==> config.mk <==
export PLATFORM = sky130hd
export DESIGN_NAME = dmem_port_arbiter
export DESIGN_NICKNAME = d
export VERILOG_FILES = /design/src/rtl/dmem_port_arbiter.sv
export SDC_FILE = /design/constraint.sdc
export NUM_CORES = 1
export LEC_CHECK = 0
export CAP_MARGIN = 20
export CORE_ASPECT_RATIO = 1.5
export CORE_MARGIN = 5
export CORE_UTILIZATION = 35
export CTS_BUF_LIST = sky130_fd_sc_hd__clkbuf_4
export DETAILED_ROUTE_END_ITERATION = 10
export PLACE_DENSITY_LB_ADDON = 0.15
export SYNTH_ARGS = -nofsm -noshare
export SYNTH_HDL_FRONTEND = slang
export SYNTH_SLANG_ARGS = --single-unit
==> constraint.sdc <==
create_clock -name CLK -period 3.15 [get_ports CLK]
set_input_delay 0.4725 -clock CLK [delete_from_list [all_inputs] [get_ports CLK]]
set_output_delay 0.4725 -clock CLK [all_outputs]
set_load 0.005 [all_outputs]
==> src/rtl/dmem_port_arbiter.sv <==
// Two-requester round-robin arbiter/sequencer in front of a single-port data memory.
// Optional power-on scrub of every word is compiled in with `define DMEM_SCRUB_EN.
module dmem_port_arbiter #(
    parameter int DATA_W = 32,
    parameter int ADDR_W = 32,
    parameter int DEPTH  = 32
) (
    input  logic              CLK,
    input  logic              RST,
    input  logic              r0_req,
    input  logic              r0_we,
    input  logic [ADDR_W-1:0] r0_addr,
    input  logic [DATA_W-1:0] r0_wdata,
    output logic              r0_gnt,
    output logic              r0_rvalid,
    output logic [DATA_W-1:0] r0_rdata,
    output logic              r0_err,
    input  logic              r1_req,
    input  logic              r1_we,
    input  logic [ADDR_W-1:0] r1_addr,
    input  logic [DATA_W-1:0] r1_wdata,
    output logic              r1_gnt,
    output logic              r1_rvalid,
    output logic [DATA_W-1:0] r1_rdata,
    output logic              r1_err,
    output logic              WE,
    output logic [ADDR_W-1:0] A_DM,
    output logic [DATA_W-1:0] WD,
    input  logic [DATA_W-1:0] RD3,
    output logic              busy
);

    typedef enum logic [1:0] {
        ST_ARB   = 2'd0,
        ST_SERVE = 2'd1,
        ST_SCRUB = 2'd2
    } state_t;

`ifdef DMEM_SCRUB_EN
    localparam int     CNT_W    = (DEPTH > 1) ? $clog2(DEPTH) : 1;
    localparam state_t RESET_ST = ST_SCRUB;
    logic [CNT_W-1:0] r_cnt;
`else
    localparam state_t RESET_ST = ST_ARB;
`endif

    state_t              r_state;
    state_t              w_next;
    logic                r_ptr;
    logic                w_gnt0;
    logic                w_gnt1;
    logic                w_accept;
    logic                w_inrange;

    logic                r_owner_p0;
    logic                r_we_p0;
    logic [ADDR_W-1:0]   r_addr_p0;
    logic [DATA_W-1:0]   r_wdata_p0;

    logic [1:0]              r_rvalid;
    logic [1:0]              r_err;
    logic [1:0][DATA_W-1:0]  r_rdata;

    assign w_accept  = (r_state == ST_ARB) && (r0_req || r1_req);
    assign w_inrange = (r_addr_p0 < ADDR_W'(DEPTH));

    always_ff @(posedge CLK or negedge RST) begin
        if (!RST) begin
            r_state <= RESET_ST;
        end else begin
            r_state <= w_next;
        end
    end

    always_comb begin
        w_next = r_state;
        case (r_state)
            ST_ARB:   if (r0_req || r1_req) w_next = ST_SERVE;
            ST_SERVE: w_next = ST_ARB;
`ifdef DMEM_SCRUB_EN
            ST_SCRUB: if (r_cnt == CNT_W'(DEPTH - 1)) w_next = ST_ARB;
`endif
            default:  w_next = ST_ARB;
        endcase
    end

    always_comb begin
        w_gnt0 = 1'b0;
        w_gnt1 = 1'b0;
        WE     = 1'b0;
        A_DM   = '0;
        WD     = '0;
        busy   = 1'b0;
        case (r_state)
            ST_ARB: begin
                // r_ptr=0 favours requester 0 when both ask in the same cycle
                w_gnt0 = r0_req && (!r1_req || !r_ptr);
                w_gnt1 = r1_req && (!r0_req ||  r_ptr);
            end
            ST_SERVE: begin
                busy = 1'b1;
                WE   = r_we_p0 && w_inrange;
                A_DM = r_addr_p0;
                WD   = r_wdata_p0;
            end
`ifdef DMEM_SCRUB_EN
            ST_SCRUB: begin
                busy = 1'b1;
                WE   = 1'b1;
                A_DM = ADDR_W'(r_cnt);
            end
`endif
            default: ;
        endcase
    end

    assign r0_gnt = w_gnt0;
    assign r1_gnt = w_gnt1;

    // ---- stage p0: transaction accepted in ARB, held for the SERVE cycle ----
    always_ff @(posedge CLK or negedge RST) begin
        if (!RST) begin
            r_ptr      <= 1'b0;
            r_owner_p0 <= 1'b0;
            r_we_p0    <= 1'b0;
        end else if (w_accept) begin
            r_ptr      <= !w_gnt1;
            r_owner_p0 <= w_gnt1;
            r_we_p0    <= w_gnt1 ? r1_we : r0_we;
        end
    end

    always_ff @(posedge CLK) begin
        if (w_accept) begin
            r_addr_p0  <= w_gnt1 ? r1_addr : r0_addr;
            r_wdata_p0 <= w_gnt1 ? r1_wdata : r0_wdata;
        end
    end

`ifdef DMEM_SCRUB_EN
    always_ff @(posedge CLK or negedge RST) begin
        if (!RST) begin
            r_cnt <= '0;
        end else if (r_state == ST_SCRUB) begin
            r_cnt <= r_cnt + 1'b1;
        end
    end
`endif

    // ---- stage p1: response registered at the end of SERVE ----
    always_ff @(posedge CLK or negedge RST) begin
        if (!RST) begin
            r_rvalid <= '0;
            r_err    <= '0;
            r_rdata  <= '0;
        end else begin
            r_rvalid <= '0;
            r_err    <= '0;
            if (r_state == ST_SERVE) begin
                r_rvalid[r_owner_p0] <= 1'b1;
                r_err[r_owner_p0]    <= !w_inrange;
                r_rdata[r_owner_p0]  <= (!r_we_p0 && w_inrange) ? RD3 : '0;
            end
        end
    end

    assign r0_rvalid = r_rvalid[0];
    assign r1_rvalid = r_rvalid[1];
    assign r0_err    = r_err[0];
    assign r1_err    = r_err[1];
    assign r0_rdata  = r_rdata[0];
    assign r1_rdata  = r_rdata[1];

endmodule
==> out/qor.yml <==
route:
  wl_mm: 21.6
  vias: 5511
  ant_nets: 0
  drt-pass1-iter-count: 4
  wl_per_cell_um: 20.0
  dr.first_iter.drc_count: 440
  drcViolationCount: 0
  via_per_inst: 5.09
placement:
  placedCellCount: 1049
  place.port_buffers: 301
  gp_congestion: 0.771
  dpl.hpwl_mm: 15.5
logic_synthesis:
  netlist_instances: 542
  synth_warnings: 0
  syn-mean-instance-area_sq_um: 12.2
  synth_top_family_by_area: "simple AND/OR/NAND/NOR gates"
  ys_seq_area_share_pct: 56.4
  synth-simple-area-share_pct: 20.0
  synth_area_sq_um: 6610
  synthAdderAreaFrac_pct: 0
  synth-compound-area-share_pct: 8.92
  synth_xor_area_share_pct: 0
  synth_mux_area_share_pct: 10.9
  ys_ff_latch: 136
  synth_cell_types: 29
  syn_nets: 708
global_routing:
  grt_antenna_before_repair: 1
  track_usage_pct: 19.9
  grt_pass1_vias: 5942
  grt_pass1_wl_mm: 33.1
  grt-ovfl-total: 0
  grt_max_degree: 73
setup_path:
  reg2reg_from: "r_state[0]"
  ff2ff_path_depth: 4
  crit_type: "register to primary output"
  worstPathMaxFanout: 2
  worst_setup_path_start_kind: "register"
  r2r_setup_slack_ns: 0.98
  cp-end-kind: "primary output"
  reg2reg_to: "r_addr_p0[5]"
  required_ns: 2.68
  worstPathArrival_ns: 2.42
timing:
  maxSlewHeadroom_pct: 37.9
  finalSetupViolCount: 0
  finalHoldViolations: 0
  fin_tns_setup_ns: 0
  fin_crit_sh_pct: 91.8
  worst_slew_pin_slew_ns: 0.931
  report.final.slew_viol_count: 0
  rsz0062_at_grt: "no"
  fin_crit_ns: 2.89
  max_freq_mhz: 346
  hold_ws_ns: 0.0463
  skew_ns: 0.0264
finish:
  fill_cells: 1622
  area_delta_synth_final_pct: 53.0
  drive_gt1_share_pct: 14.8
  fin_cells: 1083
  utilization_pct: 54.5
  fin_nets: 983
floorplanning:
  die_w_um: 122
  die_area_sq_um: 21800
  core_area_sq_um: 18500
  start_util_pct: 35.6
  num_io_pins: 302
  die_height_um: 178
  num_rows: 61
run:
  drv_cap: 0
cts:
  clkSinkCount: 136
  insertion_delay_ns: 0.53
  clkSlewWorstSetupHoldPaths_ns: 0.14
  cts_root_buf: "clkbuf_4"
  hold_buffers: 0
  h-tree-depth: 4
  numCtsBuffers: 17
  cts.path.max_buffers: 2
  cts_tree: "yes"
power_and_ir_drop:
  powerDensity_nw_per_um2: 423
  peakVddDrop_mv: 0.183
  p_leak_nw: 3.64
min_path:
  hp-class: "input port to async pin"
outcome:
  status: "finished clean"
[report_power, final]
group	leakage (nW)	internal, mW	total [mW]	switching, mW
clock	0.162	0.504	1.24	0.731
sequential	1.61	2.00	2.07	0.0632
combinational	1.86	0.554	0.971	0.417
total	3.64	3.06	4.27	1.21
[logic make-up (layout without fill, tap and decap cells)]
family / Yosys count / in the layout
other cells: 0 / 1
buf+inv: 59 / 347
compound gates: 72 / 72
mux: 64 / 64
simple gates: 211 / 211
flops: 136 / 136
[area by class of cell]
type / count / area, sq um / area share, %
antenna: 1 / 2.50 / 0.0248
timing repair buffer: 310 / 3100 / 30.7
sequential: 136 / 3730 / 36.9
multi-input combinational: 347 / 2640 / 26.1
inverter: 5 / 18.8 / 0.186
tap: 252 / 315 / 3.12
clock inverter: 14 / 165 / 1.63
clock buffer: 18 / 135 / 1.34
[per-layer routing]
layer | global-route usage, % | vias to the layer above | wire length, um
li1 | - | 2559 | -
met1 | 22.7 | 2682 | 7730
met2 | 35.1 | 241 | 11700
met3 | 5.62 | 29 | 1680
met4 | 7.66 | 0 | 535
met5 | 0 | - | 0
[worst max path at each step]
| stage | start | end | slack, ns | cells after the start |
|---|---|---|---|---|
| 2_1_floorplan | r_state[0] | r_addr_p0[0] | 0.80 | 2 |
| 3_3_place_gp | r_state[0] | r1_rdata[27] | 0.73 | 4 |
| 3_5_place_dp | r_state[0] | r1_rdata[30] | 0.60 | 4 |
| 4_1_cts | r_state[0] | WE | 0.16 | 3 |
| 5_1_grt | r_addr_p0[9] | WE | 0.06 | 4 |
| 6_report | r_addr_p0[9] | WE | 0.26 | 4 |
[placed cells by master (no fill, tap or decap), types with 4 or more instances in the layout]
master           instances
clkdlybuf4s50_1        300
dfrtp_1                 71
nand2_1                 66
and2_1                  64
mux2_2                  64
nand4b_1                64
edfxtp_1                64
o31ai_1                 54
clkbuf_4                18
o31ai_2                 10
buf_4                    8
nor4_1                   7
clkinv_4                 4
inv_6                    4
[worst max-delay path, stage by stage (launching register included)]
cell and delay, ns:
edfxtp_1 0.41, nor4_1 0.41, nand4_1 0.19, nor4_1 0.31, clkdlybuf4s50_1 0.57
[timing repair]
action | CTS | global route
gates resized for setup | 0 | 1
buffers inserted | 0 | 0
endpoints found under the setup margin | 0 | 1
[per-stage QoR]
stage	setup slack (ns)	total power [mW]	area (sq um)
final	0.260	4.27	10100
after global routing	0.0593	4.47	10100
after detailed placement	0.595	3.08	9780
after global placement	0.729	3.07	9780
after CTS	0.165	4.33	10100
after floorplan	0.798	2.51	6610
[state kept, by name (all words and copies together) (netlist names)]
name and count:
r0_rdata 32, r1_rdata 32, r_addr_p0 32, r_err 2, r_owner_p0 1, r_ptr 1, r_rvalid 2, r_state 1
r_wdata_p0 32, r_we_p0 1
[synth_stat cells (all sizes together)]
cell type,count,area share [%]
o21ai,1,0.076
clkbuf,36,2.0
buf,18,1.5
edfxtp,64,29
and2,64,6.1
a211oi,1,0.11
o31ai,64,8.0
nor2,2,0.11
mux2,64,11
dfrtp,72,27
nand4b,64,8.5
a31oi,1,0.095
nor4,7,0.66
o31a,2,0.27
a21o,2,0.23
nor2b,1,0.095
or3b,1,0.13
or3,1,0.095
nand2,67,3.8
o21bai,1,0.11
nand4,1,0.095
nor3,1,0.25
nand2b,2,0.19
clkinv,1,0.057
inv,4,0.23
No activity file was read; power rests on OpenSTA's default activity.
